[src/rtl/seq_pkg.sv]
// rtl/seq_pkg.sv - shared FSM encoding and sizing helpers for seq_match_counter and its bench
package seq_pkg;

   typedef enum logic [0:0] {
      IDLE = 1'b0,
      RUN  = 1'b1
   } state_t;

   localparam int WIN_LEN_DEF = 64;
   localparam int CNT_W_DEF   = 8;
   localparam int THRESH_DEF  = 8;

   // Width of a counter that must reach win_len-1; never narrower than one bit.
   function automatic int cyc_width(input int win_len);
      return (win_len > 2) ? $clog2(win_len) : 1;
   endfunction

   function automatic int sat_max(input int cnt_w);
      return (1 << cnt_w) - 1;
   endfunction

endpackage

[src/rtl/sat_counter.sv]
// rtl/sat_counter.sv - CNT_W-wide saturating match accumulator with sticky overflow
// sum_o/ovf_o already include this cycle's increment so the window end can report them directly.
module sat_counter #(
   parameter int CNT_W = 8
) (
   input  logic             clk,
   input  logic             rst,
   input  logic             clr,
   input  logic             inc,
   output logic [CNT_W-1:0] sum_o,
   output logic             ovf_o
);

   logic [CNT_W-1:0] cnt_q, cnt_d;
   logic             ovf_q, ovf_d;
   logic             at_max;

   always_comb begin
      at_max = &cnt_q;
      sum_o  = (inc && !at_max) ? cnt_q + CNT_W'(1) : cnt_q;
      ovf_o  = ovf_q | (inc & at_max);
      cnt_d  = clr ? '0 : sum_o;
      ovf_d  = clr ? 1'b0 : ovf_o;
   end

   always_ff @(posedge clk or posedge rst) begin
      if (rst) begin
         cnt_q <= '0;
         ovf_q <= 1'b0;
      end else begin
         cnt_q <= cnt_d;
         ovf_q <= ovf_d;
      end
   end

endmodule

[src/rtl/seq_match_counter.sv]
// rtl/seq_match_counter.sv - windowed match-event counter with per-window report strobe
// Optional threshold alarm is compiled in with MATCH_ALARM_EN.
module seq_match_counter
   import seq_pkg::*;
#(
   parameter int WIN_LEN = WIN_LEN_DEF,
   parameter int CNT_W   = CNT_W_DEF,
   parameter int THRESH  = THRESH_DEF
) (
   input  logic             clk,
   input  logic             rst,
   input  logic             en,
   input  logic             match_i,
   output logic [CNT_W-1:0] cnt_o,
   output logic             cnt_valid_o,
   output logic             ovf_o,
   output logic             alarm_o,
   output logic             busy_o
);

   localparam int               CYC_W    = cyc_width(WIN_LEN);
   localparam logic [CYC_W-1:0] CYC_LAST = CYC_W'(WIN_LEN - 1);

   state_t           state_q, state_d;
   logic [CYC_W-1:0] cyc_q, cyc_d;
   logic [CNT_W-1:0] cnt_q, cnt_d;
   logic             valid_q, valid_d;
   logic             ovf_q, ovf_d;
   logic             acc_clr, acc_inc, acc_ovf, report;
   logic [CNT_W-1:0] acc_sum;

   sat_counter #(.CNT_W(CNT_W)) u_acc (
      .clk   (clk),
      .rst   (rst),
      .clr   (acc_clr),
      .inc   (acc_inc),
      .sum_o (acc_sum),
      .ovf_o (acc_ovf)
   );

   always_comb begin
      state_d = state_q;
      cyc_d   = cyc_q;
      cnt_d   = cnt_q;
      ovf_d   = ovf_q;
      valid_d = 1'b0;
      acc_clr = 1'b1;
      acc_inc = 1'b0;
      report  = 1'b0;
      case (state_q)
         IDLE: begin
            cyc_d = '0;
            if (en) state_d = RUN;
         end
         RUN: begin
            acc_inc = match_i;
            // The last window cycle always completes, even with en low.
            if (cyc_q == CYC_LAST) begin
               report  = 1'b1;
               cnt_d   = acc_sum;
               ovf_d   = acc_ovf;
               valid_d = 1'b1;
               cyc_d   = '0;
               if (!en) state_d = IDLE;
            end else if (!en) begin
               state_d = IDLE;
               cyc_d   = '0;
            end else begin
               acc_clr = 1'b0;
               cyc_d   = cyc_q + CYC_W'(1);
            end
         end
         default: state_d = IDLE;
      endcase
   end

   always_ff @(posedge clk or posedge rst) begin
      if (rst) begin
         state_q <= IDLE;
         cyc_q   <= '0;
         cnt_q   <= '0;
         valid_q <= 1'b0;
         ovf_q   <= 1'b0;
      end else begin
         state_q <= state_d;
         cyc_q   <= cyc_d;
         cnt_q   <= cnt_d;
         valid_q <= valid_d;
         ovf_q   <= ovf_d;
      end
   end

`ifdef MATCH_ALARM_EN
   logic alarm_q, alarm_d;

   always_comb begin
      alarm_d = alarm_q;
      if (report) alarm_d = (32'(acc_sum) >= THRESH);
   end

   always_ff @(posedge clk or posedge rst) begin
      if (rst) alarm_q <= 1'b0;
      else     alarm_q <= alarm_d;
   end

   assign alarm_o = alarm_q;
`else
   assign alarm_o = 1'b0;
`endif

   assign cnt_o       = cnt_q;
   assign cnt_valid_o = valid_q;
   assign ovf_o       = ovf_q;
   assign busy_o      = (state_q == RUN);

endmodule

[config.mk]
export PLATFORM = sky130hd
export DESIGN_NAME = seq_match_counter
export DESIGN_NICKNAME = d
export VERILOG_FILES = /design/src/rtl/seq_pkg.sv /design/src/rtl/sat_counter.sv /design/src/rtl/seq_match_counter.sv
export SDC_FILE = /design/constraint.sdc
export NUM_CORES = 1
export LEC_CHECK = 0
export ABC_AREA = 1
export CAP_MARGIN = 20
export CORE_AREA = 2 2 75 77
export CTS_BUF_LIST = sky130_fd_sc_hd__clkbuf_16
export CTS_CLUSTER_DIAMETER = 200
export DETAILED_ROUTE_END_ITERATION = 7
export DIE_AREA = 0 0 77 79
export SLEW_MARGIN = 10
export SYNTH_ARGS = -nofsm -noshare
export SYNTH_HDL_FRONTEND = slang
export SYNTH_SLANG_ARGS = --single-unit
[constraint.sdc]
create_clock -name clk -period 3.03 [get_ports clk]
set_input_delay 0.606 -clock clk [delete_from_list [all_inputs] [get_ports clk]]
set_output_delay 0.606 -clock clk [all_outputs]
set_load 0.01 [all_outputs]
Word-level counts from Yosys, hierarchy flattened
Cells that the tools add are included.
{"block": "classes", "addsub": 2, "n_eq_ne": 1, "mux": 13, "bitwise_logic": 3, "reduce_logical": 4}
{"cell": "two-way mux 8 bit", "count": 2}
{"cell": "two-way mux 6 bit", "count": 2}
{"cell": "one-hot mux 6 bit (2 select lines)", "count": 1}
{"cell": "adder 8 x 1 -> 8 bit, second input constant", "count": 1}
{"cell": "two-way mux 1 bit", "count": 8}
{"cell": "AND reduction 8 bit", "count": 1}
{"cell": "adder 6 x 1 -> 6 bit, second input constant", "count": 1}
{"cell": "== test 6 bit, second input constant", "count": 1}
{"cell": "AND reduction 2 bit", "count": 1}
{"cell": "bitwise AND 1 bit", "count": 1}
{"cell": "logical AND 1 bit", "count": 1}
{"cell": "logical NOT 1 bit", "count": 1}
{"cell": "NOT 1 bit", "count": 1}
{"cell": "OR 1 bit", "count": 1}
{"block": "word_totals", "regBits": 26, "inputBits": 4, "output_inout_bits": 12}

Depth between registers and ports, before layout
Gate-level depths: netlist of the first run.
{"block": "depth", "word_depth": 5, "depth_mapped": 10, "depth_no_buf": 9}

Modules after synthesis
From an unflattened synthesis of the first run, not the netlist that was laid out.
{"block": "hier_totals", "hier_cells": 167, "hier_area_um2": 1382.6}
{"module": "seq_match_counter", "instances": 1, "cells_each": 83, "area_each_um2": 788.3, "seq_area_each_um2": 425.4}
{"module": "sat_counter", "instances": 1, "cells_each": 84, "area_each_um2": 594.3, "seq_area_each_um2": 225.2}

Worst setup path before layout of the first run
No wires, ideal clock.
{"block": "synth_timing", "path_kind": "register to register", "start": "register u_acc.cnt_q[0]", "end": "register cnt_q[4] (netlist: cnt_o[4])", "setup_time_ns": 0.117, "arrival_ns": 1.177, "setup_slack_ns": 1.737, "stages_incl_launch_ff": 11, "path_buffers": 1, "synth_period_minus_slack_ns": 1.293, "cell_sequence": "dfrtp_1 > ha_1 > nand2_1 > nor2_1 > nand2_2 > buf_6 > nand2_2 > nand2_1 > nand2_1 > nand2_1 > nand2_1"}
{"block": "synth_between", "elab_chain_len": 4}
{"item": "start, declared", "line_no": "sat_counter.sv:14", "rtl": "logic [CNT_W-1:0] cnt_q, cnt_d;"}
{"item": "start signal, assigned", "line_no": "sat_counter.sv:31", "rtl": "cnt_q <= cnt_d;"}
{"item": "parallel branches: the longest is 3 deep, another holds adder 8 x 1 -> 8 bit"}
{"item": "two-way mux 8 bit *", "line_no": "sat_counter.sv:20", "rtl": "sum_o = (inc && !at_max) ? cnt_q + CNT_W'(1) : cnt_q;"}
{"item": "end signal, assigned", "line_no": "seq_match_counter.sv:87", "rtl": "cnt_q <= cnt_d;"}
{"item": "end, declared", "line_no": "seq_match_counter.sv:26", "rtl": "logic [CNT_W-1:0] cnt_q, cnt_d;"}
Every way passes the cells marked *.
A chain may end at the register's enable or synchronous reset.

Worst setup path after layout of the first run
{"block": "layout_timing", "start": "register state_q (netlist: busy_o)", "end": "output port busy_o"}
{"item": "start, declared", "line_no": "seq_match_counter.sv:24", "rtl": "state_t state_q, state_d;"}
{"item": "start signal, assigned", "line_no": "seq_match_counter.sv:85", "rtl": "state_q <= state_d;"}
{"item": "end, declared", "line_no": "seq_match_counter.sv:18", "rtl": "output logic busy_o"}
No word-level cell between the ends.

==> results of run 1 <==
-- kinds of logic after synthesis --
family | synth area share
XOR/XNOR | 0.00693
other | 0.00297
buffers and inverters | 0.0841
AND/OR/NAND/NOR | 0.328
AO/OA/AOI/OAI | 0.0436
adder cells (fa/ha/maj) | 0.0198
flip-flops | 0.515
-- through the flow --
stage,instance area (sq um),setup WS (ns),hold WS [ns],utilization
2_1_floorplan,1260,1.74,0.451,-
3_3_place_gp,1460,1.17,0.462,0.274
3_5_place_dp,1460,1.15,0.465,0.274
4_1_cts,1570,1.20,0.483,0.294
5_1_grt,1570,1.16,0.499,0.294
6_report,1570,1.22,0.477,0.294
-- synth_stat cells, types with 2 or more instances --
cell       n
ha_1       2
a21oi_1    3
nand3_2    2
nand3_1   14
o21ai_2    4
nand4_1    3
nand2_1   45
nor2_1    16
inv_1     17
nand3b_1   2
buf_6      2
buf_4      2
dfrtp_1   26
nand2_2    3
nor2_2     3
-- power groups by stage --
stage	logic, mW	clock network [mW]	registers [mW]
final	0.0277	0.381	0.353
after global routing	0.0324	0.412	0.353
after CTS	0.0288	0.390	0.352
after detailed placement	0.0288	0	0.359
after global placement	0.0284	0	0.359
after floorplan	0.0188	0	0.359
-- flip-flops by register name (all words and copies together) (netlist names) --
name         cells
cnt_o            8
u_acc.cnt_q      8
cyc_q            6
busy_o           1
cnt_valid_o      1
ovf_o            1
u_acc.ovf_q      1
-- worst max-delay path by stage --
| stage | startpoint | endpoint | slack [ns] | depth (start not counted) |
|---|---|---|---|---|
| 2_1_floorplan | u_acc.cnt_q[0]$_DFF_PP0_ | cnt_o[4]$_DFFE_PP0P_ | 1.74 | 10 |
| 3_3_place_gp | match_i | u_acc.cnt_q[5]$_DFF_PP0_ | 1.17 | 7 |
| 3_5_place_dp | en | cyc_q[5]$_DFF_PP0_ | 1.15 | 5 |
| 4_1_cts | busy_o$_DFF_PP0_ | busy_o | 1.20 | 1 |
| 5_1_grt | busy_o$_DFF_PP0_ | busy_o | 1.16 | 1 |
| 6_report | busy_o$_DFF_PP0_ | busy_o | 1.22 | 1 |
-- cell type report --
| type | count | area, sq um | share of cell area |
|---|---|---|---|
| clock inverter | 1 | 30.0 | 0.0191 |
| clock buffer | 3 | 75.1 | 0.0478 |
| inverter | 18 | 68.8 | 0.0439 |
| sequential | 26 | 651 | 0.415 |
| tap | 72 | 90.1 | 0.0574 |
| timing repair buffer | 15 | 148 | 0.0941 |
| multi-input combinational | 103 | 507 | 0.323 |
-- per-layer routing --
layer  vias up  share of wire  wire length [um]
met5         -              0                 0
met2        11           0.48              1080
li1        503              -                 -
met3         0          0.043                98
met4         0              0                 0
met1       450           0.48              1090
==> summary.txt, run 1 <==
io pins - 16
status - finished clean
Hold Path Origin - cnt_o[1]$_DFFE_PP0P_
M2 GR Usage - 0.141
global route overflow - 0
synth unique cells - 22
ys flop type - dfrtp_1
Min Clock Period, post-route - 1.81 ns
TritonRoute pass-1 iters - 4
maximum buffer depth of the clock tree - 2
Buf/Inv on CP - 1
Cells after Synth - 151
Sequential Power Share - 0.463
Post-Route WL - 2280 um
placed cells - 234
Pint - 622 uW
Synth Area per Inst - 8.37 sq um
M1 GR Usage - 0.104
overall power - 761 uW
max cap viols - 0
Layout Skew - 0.00393 ns
GPL Wtd Cong - 0.847
#FFs+latches synth - 26
fmax - 0.551 GHz
Worst path slowest cell - clkdlybuf4s50_1
latest clock arrival within the worst-skew pair - 0.26 ns
final setup violation count - 0
vias in the first global route - 910
DR vias - 964
first-pass GRT wire length - 4080 um
Tcrit/Tclk final - 0.599
met3 usage - 0.0182
Die ar. - 6080 sq um
share of total power in combinational logic - 0.036
TritonCTS clock tree - yes
gr usage total - 0.0810
fin cells - 238
CP top delay family - buffers and inverters
pin count of the biggest net entering global routing - 27
most crowded layer after global routing - met2
Reg clk slew, reported paths - 0.07 ns
syn nets - 157
Post-synth EDFFs - 0
worst r2r src - cyc_q[0]$_DFF_PP0_
TritonCTS buffer count - 3
PwrDens - 485 nW/um^2
clock share of power - 0.500
Filler cells - 578
CP Max Fanout - 4
die width - 77 um
DRT antenna net count - 0
Placeable Area - 5340 sq um
# Post-CTS Setup Buffers - 0
Reg2Reg Depth - 7
post-synthesis sequential area ratio - 0.515
area grow syn2layout - 24.2%
Switch Pwr - 140 uW
Yosys warnings - 0
top post-synthesis cells by area - dfrtp_1 51%, nand2_1 13%, nand3_1 5.5%
RSZ-0062 raised after global routing - false
Rows - 27
Initial Util - 0.237
initial DRC count - 60
Antenna Cells - 0
leakage - 0.685 nW
hold-critical path depth - 2
port bufs - 14
H-tree levels - 1
# hold bufs at CTS - 0
Crit path required time - 2.42 ns
clk sink count - 26
Setup TNS - 0 ns
# resized after CTS - 0
Max stage delay on crit path - 0.55 ns
most common cell after layout, fill and taps aside - nand2_1
Hold Crit Class - reg -> reg
DR WL/cell - 9.57 um
crit end category - output port
layout cells sized above 1 - 0.114
DRC viols - 0
reg2reg setup slack - 1.47 ns
Startpoint Class - flip-flop
pins over their slew limit - 0
reg2reg end - cnt_o[7]$_DFFE_PP0P_
Die Y - 79 um
post-synth top area share - 0.515
critical path class - reg -> out
peak supply drop - 0.000188 V
most frequent cells in the layout - 45 x nand2_1, 26 x dfrtp_1, 17 x inv_1
Synth Cell Area - 1260 sq um
post-synth top area cell - dfrtp_1
root buf cell - clkbuf_16
Arrival @ worst endpoint - 1.21 ns
final hold vios - 0
Net Sw Frac - 0.183
Async S/R FF share, synth - 1.00
HPWL Detailed - 1690 um
ordered list of cells on the worst path - clkdlybuf4s50_1
DR vias/cell - 4.05
# nets final - 173
antenna violations before repair - 0
hold path endpoint - cnt_o[1]$_DFFE_PP0P_
Power figures use the tool's default switching activity.
==> run 2, diff against run 1 <==
clock period = 1.47 ns   (was 3.03 ns; I/O delays follow)
==> run 2 against run 1 <==
Effect of this change:
- combinational power rose by 140%
- sequential power rose by 110%
- via count rose by 2.6%
- highest routed layer is now met4
- non-clock buffer count rose by 7
- sequential share of layout area fell by 1.3 points
- clock power rose by 58%
- clock skew fell by 0.0011 ns
- critical path depth did not move
- hold slack got worse by 0.083 ns
==> summary.txt, run 2 (synthesis results as in run 1) <==
Startpoint Class - flip-flop
most frequent cells in the layout - 44 x nand2_1, 26 x dfrtp_1, 17 x inv_1
latest clock arrival within the worst-skew pair - 0.26 ns
final hold vios - 0
vias in the first global route - 970
Arrival @ worst endpoint - 1.13 ns
global route overflow - 0
TritonCTS clock tree - yes
port bufs - 14
HPWL Detailed - 1770 um
Setup TNS - 0 ns
Tcrit/Tclk final - 0.970
Antenna Cells - 0
CP Max Fanout - 2
maximum buffer depth of the clock tree - 2
Filler cells - 620
antenna violations before repair - 0
pin count of the biggest net entering global routing - 27
# nets final - 180
Crit path required time - 1.18 ns
first-pass GRT wire length - 4240 um
die width - 77 um
overall power - 1.40 mW
Die Y - 79 um
DR vias/cell - 4.04
layout cells sized above 1 - 0.162
fin cells - 245
Min Clock Period, post-route - 1.43 ns
Rows - 27
crit path launch - cnt_o[1]$_DFFE_PP0P_
ordered list of cells on the worst path - clkdlybuf4s50_1
GPL Wtd Cong - 0.842
setup ws final - 0.0439 ns
Max stage delay on crit path - 0.53 ns
fmax - 0.701 GHz
worst r2r src - cyc_q[1]$_DFF_PP0_
DRT antenna net count - 0
peak supply drop - 0.000347 V
Placeable Area - 5340 sq um
most common cell after layout, fill and taps aside - nand2_1
status - finished clean
reg2reg end - cnt_o[3]$_DFFE_PP0P_
Reg2Reg Depth - 7
pins over their slew limit - 0
DRC viols - 0
Die ar. - 6080 sq um
critical path class - reg -> out
clk sink count - 26
root buf cell - clkbuf_16
TritonCTS buffer count - 3
CP top delay family - buffers and inverters
DR WL/cell - 9.82 um
Reg clk slew, reported paths - 0.06 ns
crit path capture - cnt_o[1]
placed cells - 241
Buf/Inv on CP - 1
max cap viols - 0
area grow syn2layout - 28.0%
post-placement setup slack - -0.0988 ns
gr usage total - 0.0857
Worst path slowest cell - clkdlybuf4s50_1
Post-Route WL - 2410 um
Hold Crit Class - in -> async
final setup violation count - 0
DR vias - 989
leakage - 0.716 nW
crit end category - output port
TritonRoute pass-1 iters - 7
initial DRC count - 55
io pins - 16
RSZ-0062 raised after global routing - false
H-tree levels - 1
Initial Util - 0.237
CP Depth - 1
PwrDens - 863 nW/um^2
Layout Skew - 0.00285 ns
reg2reg setup slack - 0.14 ns
# Post-CTS Setup Buffers - 0
[run 2: cell count changes in the layout (fill, tap and decap cells not counted)]
| cell | before | now |
|---|---|---|
| nor2_1 | 16 | 15 |
| dlygate4sd2_1 | 0 | 2 |
| clkdlybuf4s50_1 | 14 | 7 |
| dlymetal6s2s_1 | 0 | 5 |
| nor2_2 | 3 | 4 |
| bufinv_16 | 1 | 0 |
| nand2_4 | 0 | 1 |
| buf_4 | 1 | 8 |
| ha_2 | 0 | 1 |
| ha_1 | 2 | 1 |
| nand2_1 | 45 | 44 |
| clkinv_1 | 0 | 1 |
[run 2: layout make-up]
cell class | count | area (sq um) | share of cell area
clock buffers | 3 | 75.1 | 0.0464
clock inverters | 1 | 3.75 | 0.00232
multi-input cells | 103 | 519 | 0.321
repair buffers | 22 | 210 | 0.130
inverters | 18 | 68.8 | 0.0425
well taps | 72 | 90.1 | 0.0557
flip-flops and latches | 26 | 651 | 0.402
[run 2: worst min-delay path by stage]
stage,cells past startpoint,to,slack (ns)
2_1_floorplan,1,busy_o$_DFF_PP0_,0.33
3_3_place_gp,2,cnt_o[1]$_DFFE_PP0P_,0.46
3_5_place_dp,2,cnt_o[4]$_DFFE_PP0P_,0.46
4_1_cts,3,cnt_o[6]$_DFFE_PP0P_,0.42
5_1_grt,3,cnt_o[6]$_DFFE_PP0P_,0.43
6_report,3,cnt_o[6]$_DFFE_PP0P_,0.39
[run 2: worst reg2reg max path: stages, from the launching register on]
cell and delay [ns]:
dfrtp_1 0.37, ha_2 0.20, nand3_2 0.10, nor2_2 0.13
nand3_2 0.09, buf_4 0.20, nand2_1 0.09, o21ai_2 0.05
[run 2: report_power, final]
part	switching (mW)	internal, mW
registers	0.00451	0.721
clock network	0.239	0.364
logic	0.0410	0.0264
[run 2: routing by layer]
metal	routed length [um]	GRT usage
met1	1080	0.0961
met2	1210	0.154
met3	86	0.0284
met4	23	0.0286
met5	0	0
[run 2: through the flow]
step / utilization / hold WS (ns) / cell area [sq um]
floorplan: - / 0.325 / 1260
global placement: 0.284 / 0.463 / 1520
detailed placement: 0.284 / 0.464 / 1520
CTS: 0.298 / 0.420 / 1590
global route: 0.303 / 0.429 / 1620
finish: 0.303 / 0.393 / 1620
[run 2: repair_timing]
item / 4_1_cts / 5_1_grt
pin swaps: 0 / 1
setup endpoints to repair: 2 / 25
gates resized for setup: 2 / 9
hold buffers: 0 / 0
gates cloned: 0 / 0
